<file path="config.mk">
export PLATFORM = sky130hd
export DESIGN_NAME = pipe_ctrl
export DESIGN_NICKNAME = d
export VERILOG_FILES = /design/src/rtl/pipe_ctrl_pkg.sv /design/src/rtl/hazard_detect.sv /design/src/rtl/pipe_ctrl.sv
export SDC_FILE = /design/constraint.sdc
export NUM_CORES = 1
export LEC_CHECK = 0
export ABC_AREA = 1
export CORE_MARGIN = 2
export CORE_UTILIZATION = 63
export CTS_BUF_LIST = sky130_fd_sc_hd__clkbuf_4 sky130_fd_sc_hd__clkbuf_8 sky130_fd_sc_hd__clkbuf_16
export DETAILED_ROUTE_END_ITERATION = 12
export DONT_BUFFER_PORTS = 1
export GPL_TIMING_DRIVEN = 0
export PLACE_DENSITY = 0.8
export SLEW_MARGIN = 30
export SYNTH_ARGS = -nofsm -noshare
export SYNTH_HDL_FRONTEND = slang
export SYNTH_SLANG_ARGS = --single-unit
</file>
<file path="constraint.sdc">
create_clock -name clk -period 1.95 [get_ports clk]
set_input_delay 0.39 -clock clk [delete_from_list [all_inputs] [get_ports clk]]
set_output_delay 0.39 -clock clk [all_outputs]
set_load 0.02 [all_outputs]
</file>
<file path="src/rtl/pipe_ctrl_pkg.sv">
// pipe_ctrl_pkg: shared pipeline constants, state encodings and counter widths
package pipe_ctrl_pkg;
  typedef enum logic [1:0] {
    RUN      = 2'd0,
    MEM_WAIT = 2'd1
  } state_t;
  localparam logic [31:0] NOP        = 32'h00000013;
  localparam int          CNT_W      = 16;
  localparam int          WAIT_W     = 8;
  localparam logic [7:0]  WAIT_LIMIT = 8'd255;
endpackage

</file>
<file path="src/rtl/hazard_detect.sv">
// hazard_detect: load-use register comparison and dmem stall request
module hazard_detect
  import pipe_ctrl_pkg::*;
(
  input  logic [4:0] id_rs1_addr,
  input  logic [4:0] id_rs2_addr,
  input  logic       id_rs1_used,
  input  logic       id_rs2_used,
  input  logic       idex_mem_read,
  input  logic [4:0] idex_rd_addr,
  input  logic       exmem_mem_req,
  input  logic       dmem_ack,
  output logic       load_use,
  output logic       mem_stall_req
);
  // x0 is hardwired zero, so a load into it can never feed a dependent read
  always_comb begin
    load_use = idex_mem_read && (idex_rd_addr != 5'd0) &&
               ((id_rs1_used && id_rs1_addr == idex_rd_addr) ||
                (id_rs2_used && id_rs2_addr == idex_rd_addr));
    mem_stall_req = exmem_mem_req && !dmem_ack;
  end
endmodule

</file>
<file path="src/rtl/pipe_ctrl.sv">
// pipe_ctrl: pipeline stall/flush controller with dmem wait FSM and status counters
module pipe_ctrl
  import pipe_ctrl_pkg::*;
(
  input  logic             clk,
  input  logic             rst,
  input  logic [4:0]       id_rs1_addr,
  input  logic [4:0]       id_rs2_addr,
  input  logic             id_rs1_used,
  input  logic             id_rs2_used,
  input  logic             idex_mem_read,
  input  logic [4:0]       idex_rd_addr,
  input  logic             ex_branch_taken,
  input  logic             exmem_mem_req,
  input  logic             dmem_ack,
  output logic             pc_en,
  output logic             ifid_en,
  output logic             ifid_flush,
  output logic             idex_en,
  output logic             idex_flush,
  output logic             exmem_en,
  output logic             memwb_en,
  output logic             memwb_bubble,
  output logic [1:0]       state,
  output logic [CNT_W-1:0] stall_cnt,
  output logic [CNT_W-1:0] flush_cnt,
  output logic             mem_timeout
);
  state_t              state_q, state_d;
  logic                load_use, mem_stall_req, mem_stall, branch, lu;
  logic [WAIT_W-1:0]   wait_cnt, wait_nxt;

  hazard_detect u_hazard (
    .id_rs1_addr   (id_rs1_addr),
    .id_rs2_addr   (id_rs2_addr),
    .id_rs1_used   (id_rs1_used),
    .id_rs2_used   (id_rs2_used),
    .idex_mem_read (idex_mem_read),
    .idex_rd_addr  (idex_rd_addr),
    .exmem_mem_req (exmem_mem_req),
    .dmem_ack      (dmem_ack),
    .load_use      (load_use),
    .mem_stall_req (mem_stall_req)
  );

  assign state = state_q;

  // priority mux (mem stall > branch flush > load-use) and next-state logic
  always_comb begin
    mem_stall    = (state_q == RUN) ? mem_stall_req : (state_q == MEM_WAIT) && !dmem_ack;
    branch       = (state_q == RUN) && !mem_stall && ex_branch_taken;
    lu           = (state_q == RUN) && !mem_stall && !branch && load_use;
    pc_en        = !mem_stall && !lu;
    ifid_en      = !mem_stall && !lu;
    ifid_flush   = branch;
    idex_en      = !mem_stall;
    idex_flush   = branch || lu;
    exmem_en     = !mem_stall;
    memwb_en     = 1'b1;
    memwb_bubble = mem_stall;
    state_d      = ((state_q == RUN && mem_stall_req) || (state_q == MEM_WAIT && !dmem_ack)) ? MEM_WAIT : RUN;
    wait_nxt     = (state_q == RUN && state_d == MEM_WAIT) ? '0 :
                   (state_q == MEM_WAIT && !dmem_ack && wait_cnt != WAIT_LIMIT) ? wait_cnt + WAIT_W'(1) :
                   wait_cnt;
  end

  // state, wait counter, sticky timeout and saturating status counters
  always_ff @(posedge clk or negedge rst) begin
    if (!rst) begin
      state_q     <= RUN;
      wait_cnt    <= '0;
      mem_timeout <= 1'b0;
      stall_cnt   <= '0;
      flush_cnt   <= '0;
    end else begin
      state_q     <= state_d;
      wait_cnt    <= wait_nxt;
      mem_timeout <= mem_timeout || (wait_nxt == WAIT_LIMIT);
      if (!pc_en && stall_cnt != '1) stall_cnt <= stall_cnt + CNT_W'(1);
      if (branch && flush_cnt != '1) flush_cnt <= flush_cnt + CNT_W'(1);
    end
  end
endmodule

</file>
==> metrics.txt <==
# TYPE chip_impl_metric gauge
chip_impl_metric{name="worst_hold_slack",unit="ns"} 0.1454
chip_impl_metric{name="finalClockSkew",unit="ns"} 0.005762
chip_impl_metric{name="placeableCoreArea",unit="mm²"} 0.004000
chip_impl_metric{name="grt_first_pass_wirelength",unit="mm"} 9.087
chip_impl_metric{name="synthCells",unit=""} 357
chip_impl_metric{name="die_y",unit="µm"} 68.67
chip_impl_metric{name="post-place-ws",unit="ns"} -0.1719
chip_impl_metric{name="first_global_vias",unit=""} 2121
chip_impl_metric{name="cap_violations",unit=""} 0
chip_impl_metric{name="detailedRoute.firstPassIterationCount",unit=""} 4
chip_impl_metric{name="netlist_area",unit="mm²"} 0.002635
chip_impl_metric{name="drt_first_iter_violations",unit=""} 165
chip_impl_metric{name="vias",unit=""} 2313
chip_impl_metric{name="area.growth.synth_to_final",unit="%"} 15.00
chip_impl_metric{name="p_leak",unit="µW"} 0.001508
chip_impl_metric{name="i_o_pins",unit=""} 66
chip_impl_info{name="worst_hold_path_type",value="in -> reg"} 1
chip_impl_metric{name="hpwlAfterDp",unit="mm"} 4.014
chip_impl_metric{name="fin_crit",unit="ns"} 2.130
chip_impl_metric{name="worst_pin_slew",unit="ns"} 0.6344
chip_impl_info{name="violated_checks",value="negative setup slack"} 1
chip_impl_metric{name="routed_wire_length_per_instance",unit="µm"} 13.73
chip_impl_info{name="cts_root_buffer",value="clkbuf_8"} 1
chip_impl_metric{name="routability_driven_placement_congestion_ratio",unit=""} 0.8529
chip_impl_metric{name="cts.path.max_buffers",unit=""} 2
chip_impl_metric{name="number_of_design_rule_violations_left_after_detail_routing",unit=""} 0
chip_impl_metric{name="die_area",unit="mm²"} 0.004716
chip_impl_metric{name="initial_utilization",unit="%"} 65.87
chip_impl_metric{name="track_usage",unit="%"} 25.83
chip_impl_metric{name="final_nets",unit=""} 401
chip_impl_info{name="path_class",value="reg -> out"} 1
chip_impl_metric{name="yosys_register_bits",unit=""} 42
chip_impl_metric{name="power_switching",unit="µW"} 866.5
chip_impl_metric{name="worst_setup_hold_path_clk_slew",unit="ns"} 0.08
chip_impl_metric{name="number_of_antenna_violations_at_the_first_check_in_global_routing",unit=""} 0
chip_impl_info{name="worst_setup_path_end_kind",value="output pin"} 1
chip_impl_metric{name="power.density_cell_area",unit="mW/mm²"} 861.7
chip_impl_metric{name="grt_overflow_total",unit=""} 0
chip_impl_metric{name="ctsHtreeMaxLevel",unit=""} 2
chip_impl_metric{name="report.final.setup_viol",unit=""} 5
chip_impl_metric{name="utilization_after_layout",unit="%"} 75.76
chip_impl_metric{name="max_clock_freq",unit="MHz"} 469.5
chip_impl_metric{name="dp_cells",unit=""} 407
chip_impl_metric{name="layout_worst_path_cycle_share",unit="%"} 109.2
chip_impl_metric{name="worstPathRequired",unit="ns"} 1.56
chip_impl_info{name="setup_repair_after_global_routing_missed_its_margin",value="yes"} 1
chip_impl_metric{name="postRouteWirelength",unit="mm"} 5.851
chip_impl_metric{name="cts_inserted_buffers",unit=""} 5
chip_impl_metric{name="vias_per_cell",unit=""} 5.430
chip_impl_metric{name="clock_sink_count",unit=""} 42
chip_impl_metric{name="worst_slew_margin",unit="%"} 57.52
chip_impl_metric{name="critical_path_peak_fanout",unit=""} 6
chip_impl_metric{name="synthDistinctLibCells",unit=""} 25
chip_impl_metric{name="finalWorstSetupSlack",unit="ns"} -0.1801
chip_impl_metric{name="layout-drive-gt1-share",unit="%"} 15.16
chip_impl_metric{name="detail-route-antenna-nets",unit=""} 0
chip_impl_metric{name="port_buffers",unit=""} 0
chip_impl_metric{name="seq_power_share",unit="%"} 50.8
chip_impl_metric{name="max-vdd-ir-drop",unit="mV"} 0.8569
chip_impl_metric{name="maximum_number_of_pins_on_one_net_before_global_route_repair",unit=""} 43
chip_impl_metric{name="synth_seq_area_share",unit="%"} 39.89
chip_impl_metric{name="final_cell_count_no_fill",unit=""} 426
chip_impl_metric{name="antenna_cells",unit=""} 0
chip_impl_info{name="setup.worst_path.start_class",value="flop"} 1
chip_impl_metric{name="die_width",unit="µm"} 68.67
chip_impl_metric{name="placement_rows",unit=""} 23
chip_impl_metric{name="p_int",unit="µW"} 1745
chip_impl_metric{name="timing_max_transition_violations_final",unit=""} 0
chip_impl_metric{name="timing.critical_path.arrival",unit="ns"} 1.74
chip_impl_metric{name="power.combinational.fraction",unit="%"} 17.1
chip_impl_metric{name="clock_insertion_delay_worst_skew",unit="ns"} 0.30
chip_impl_metric{name="power_switching_share",unit="%"} 33.19
chip_impl_metric{name="power_frac_clock",unit="%"} 32.2
chip_impl_metric{name="syn_nets",unit=""} 383
chip_impl_metric{name="synth_area_per_cell",unit="µm²"} 7.381
chip_impl_metric{name="yosys_warnings",unit=""} 0
chip_impl_info{name="run_status",value="complete, but fails checks"} 1
chip_impl_metric{name="timing_hold_violations_final",unit=""} 0
chip_impl_info{name="cts_tree",value="done"} 1
-- cells in the final DEF, fill, tap and decap left out, types with 2 or more instances in the layout --
cell / count
o21ai_0: 5
nand4_1: 8
dfrtp_1: 35
nand2_1: 101
nor2_2: 3
nand2_2: 3
xor2_1: 21
nor3_2: 2
clkbuf_8: 6
xnor2_1: 12
dfrtp_2: 7
ha_4: 2
inv_1: 36
buf_4: 14
nor2_1: 37
nand3_1: 43
buf_2: 3
buf_6: 2
a21oi_1: 5
inv_4: 2
conb_1: 2
nor2_4: 2
nor3_1: 10
nand3b_1: 2
bufinv_16: 2
-- per-stage QoR --
| stage | instance area (µm²) | setup TNS (ns) | total power, µW |
|---|---|---|---|
| final | 3030 | -0.3040 | 2611 |
| after global placement | 2713 | -2.327 | 1656 |
| after floorplan | 2650 | 0 | 1575 |
| after detailed placement | 2713 | -2.761 | 1674 |
| after global routing | 3030 | -1.420 | 2744 |
| after CTS | 2962 | -0.3076 | 2566 |
-- worst max-delay path: stages (launching register included) --
cell	delay [ns]
dfrtp_2	0.49
nor2_2	0.14
nand3b_1	0.12
a21oi_2	0.15
nand2_2	0.12
nand2_8	0.10
clkinvlp_4	0.15
buf_6	0.17
-- synth_stat cells, drive strengths merged --
| library cell | n | area, µm² |
|---|---|---|
| a21oi | 7 | 35.03 |
| buf | 10 | 66.31 |
| conb | 2 | 7.510 |
| dfrtp | 42 | 1051 |
| ha | 3 | 37.54 |
| inv | 39 | 146.4 |
| nand2 | 106 | 412.9 |
| nand3 | 44 | 225.2 |
| nand3b | 2 | 15.01 |
| nand4 | 9 | 71.32 |
| nor2 | 42 | 175.2 |
| nor3 | 12 | 65.06 |
| nor3b | 1 | 12.51 |
| o21ai | 5 | 25.02 |
| xnor2 | 12 | 105.1 |
| xor2 | 21 | 183.9 |
-- kinds of logic (layout without fill, tap and decap cells) --
logic type | Yosys count | in the layout | synth area share (%)
AOI/OAI and AO/OA | 12 | 12 | 2.279
adders and majority gates | 3 | 3 | 1.425
buffers and inverters | 49 | 68 | 8.072
other | 2 | 2 | 0.2850
xor gates and xnor gates | 33 | 33 | 10.97
DFF | 42 | 42 | 39.89
and+or+nand+nor | 216 | 216 | 37.08
-- state kept, by name, indices dropped and copies added (netlist names) --
register / flops
flush_cnt: 16
mem_timeout: 1
stall_cnt: 16
state: 1
wait_cnt: 8
-- metal layers --
metal	track usage [%]	vias to the layer above	routed length, µm
li1	-	1159	-
met1	32.59	1054	2536
met2	42.79	92	2772
met3	7.630	8	473
met4	7.750	0	68
met5	0	-	0
-- area by class of cell --
| cell class | instances | area, µm² |
|---|---|---|
| clock buffers | 6 | 82.58 |
| flip-flops and latches | 42 | 1060 |
| clock inverters | 2 | 60.06 |
| fillers | 301 | 969.7 |
| well taps | 50 | 62.56 |
| repair buffers | 12 | 105.1 |
| plain buffers | 9 | 67.56 |
| multi-input cells | 266 | 1438 |
| inverters | 39 | 155.1 |
-- timing repair --
| item | 4_1_cts | 5_1_grt |
|---|---|---|
| pin swaps | 5 | 7 |
| hold buffers | 2 | 0 |
| setup endpoints to repair | 22 | 29 |
| endpoints found under the hold margin | 42 | 0 |
| buffers inserted | 3 | 7 |
| resized for setup | 17 | 8 |
-- power by group through the flow --
| stage | clock network, µW | logic [µW] | registers, µW |
|---|---|---|---|
| final | 840 | 446 | 1330 |
| after global routing | 893 | 510 | 1340 |
| after global placement | 0 | 345 | 1310 |
| after floorplan | 0 | 311 | 1260 |
| after CTS | 859 | 401 | 1310 |
| after detailed placement | 0 | 357 | 1320 |
-- path summary, 6_finish.rpt --
kind / endpoint / startpoint / cells past startpoint / slack (ns)
worst max-delay path: pc_en / state[0] / 7 / -0.18
worst min-delay path: state[0] / dmem_ack / 1 / 0.15
worst max register to register: flush_cnt[5] / state[0] / 5 / -0.01
worst min register to register: flush_cnt[0] / flush_cnt[0] / 1 / 0.59
max in group asynchronous: state[0] / rst / 2 / 1.17
min in group asynchronous: wait_cnt[6] / rst / 2 / 0.55
Power figures use the tool's default switching activity.
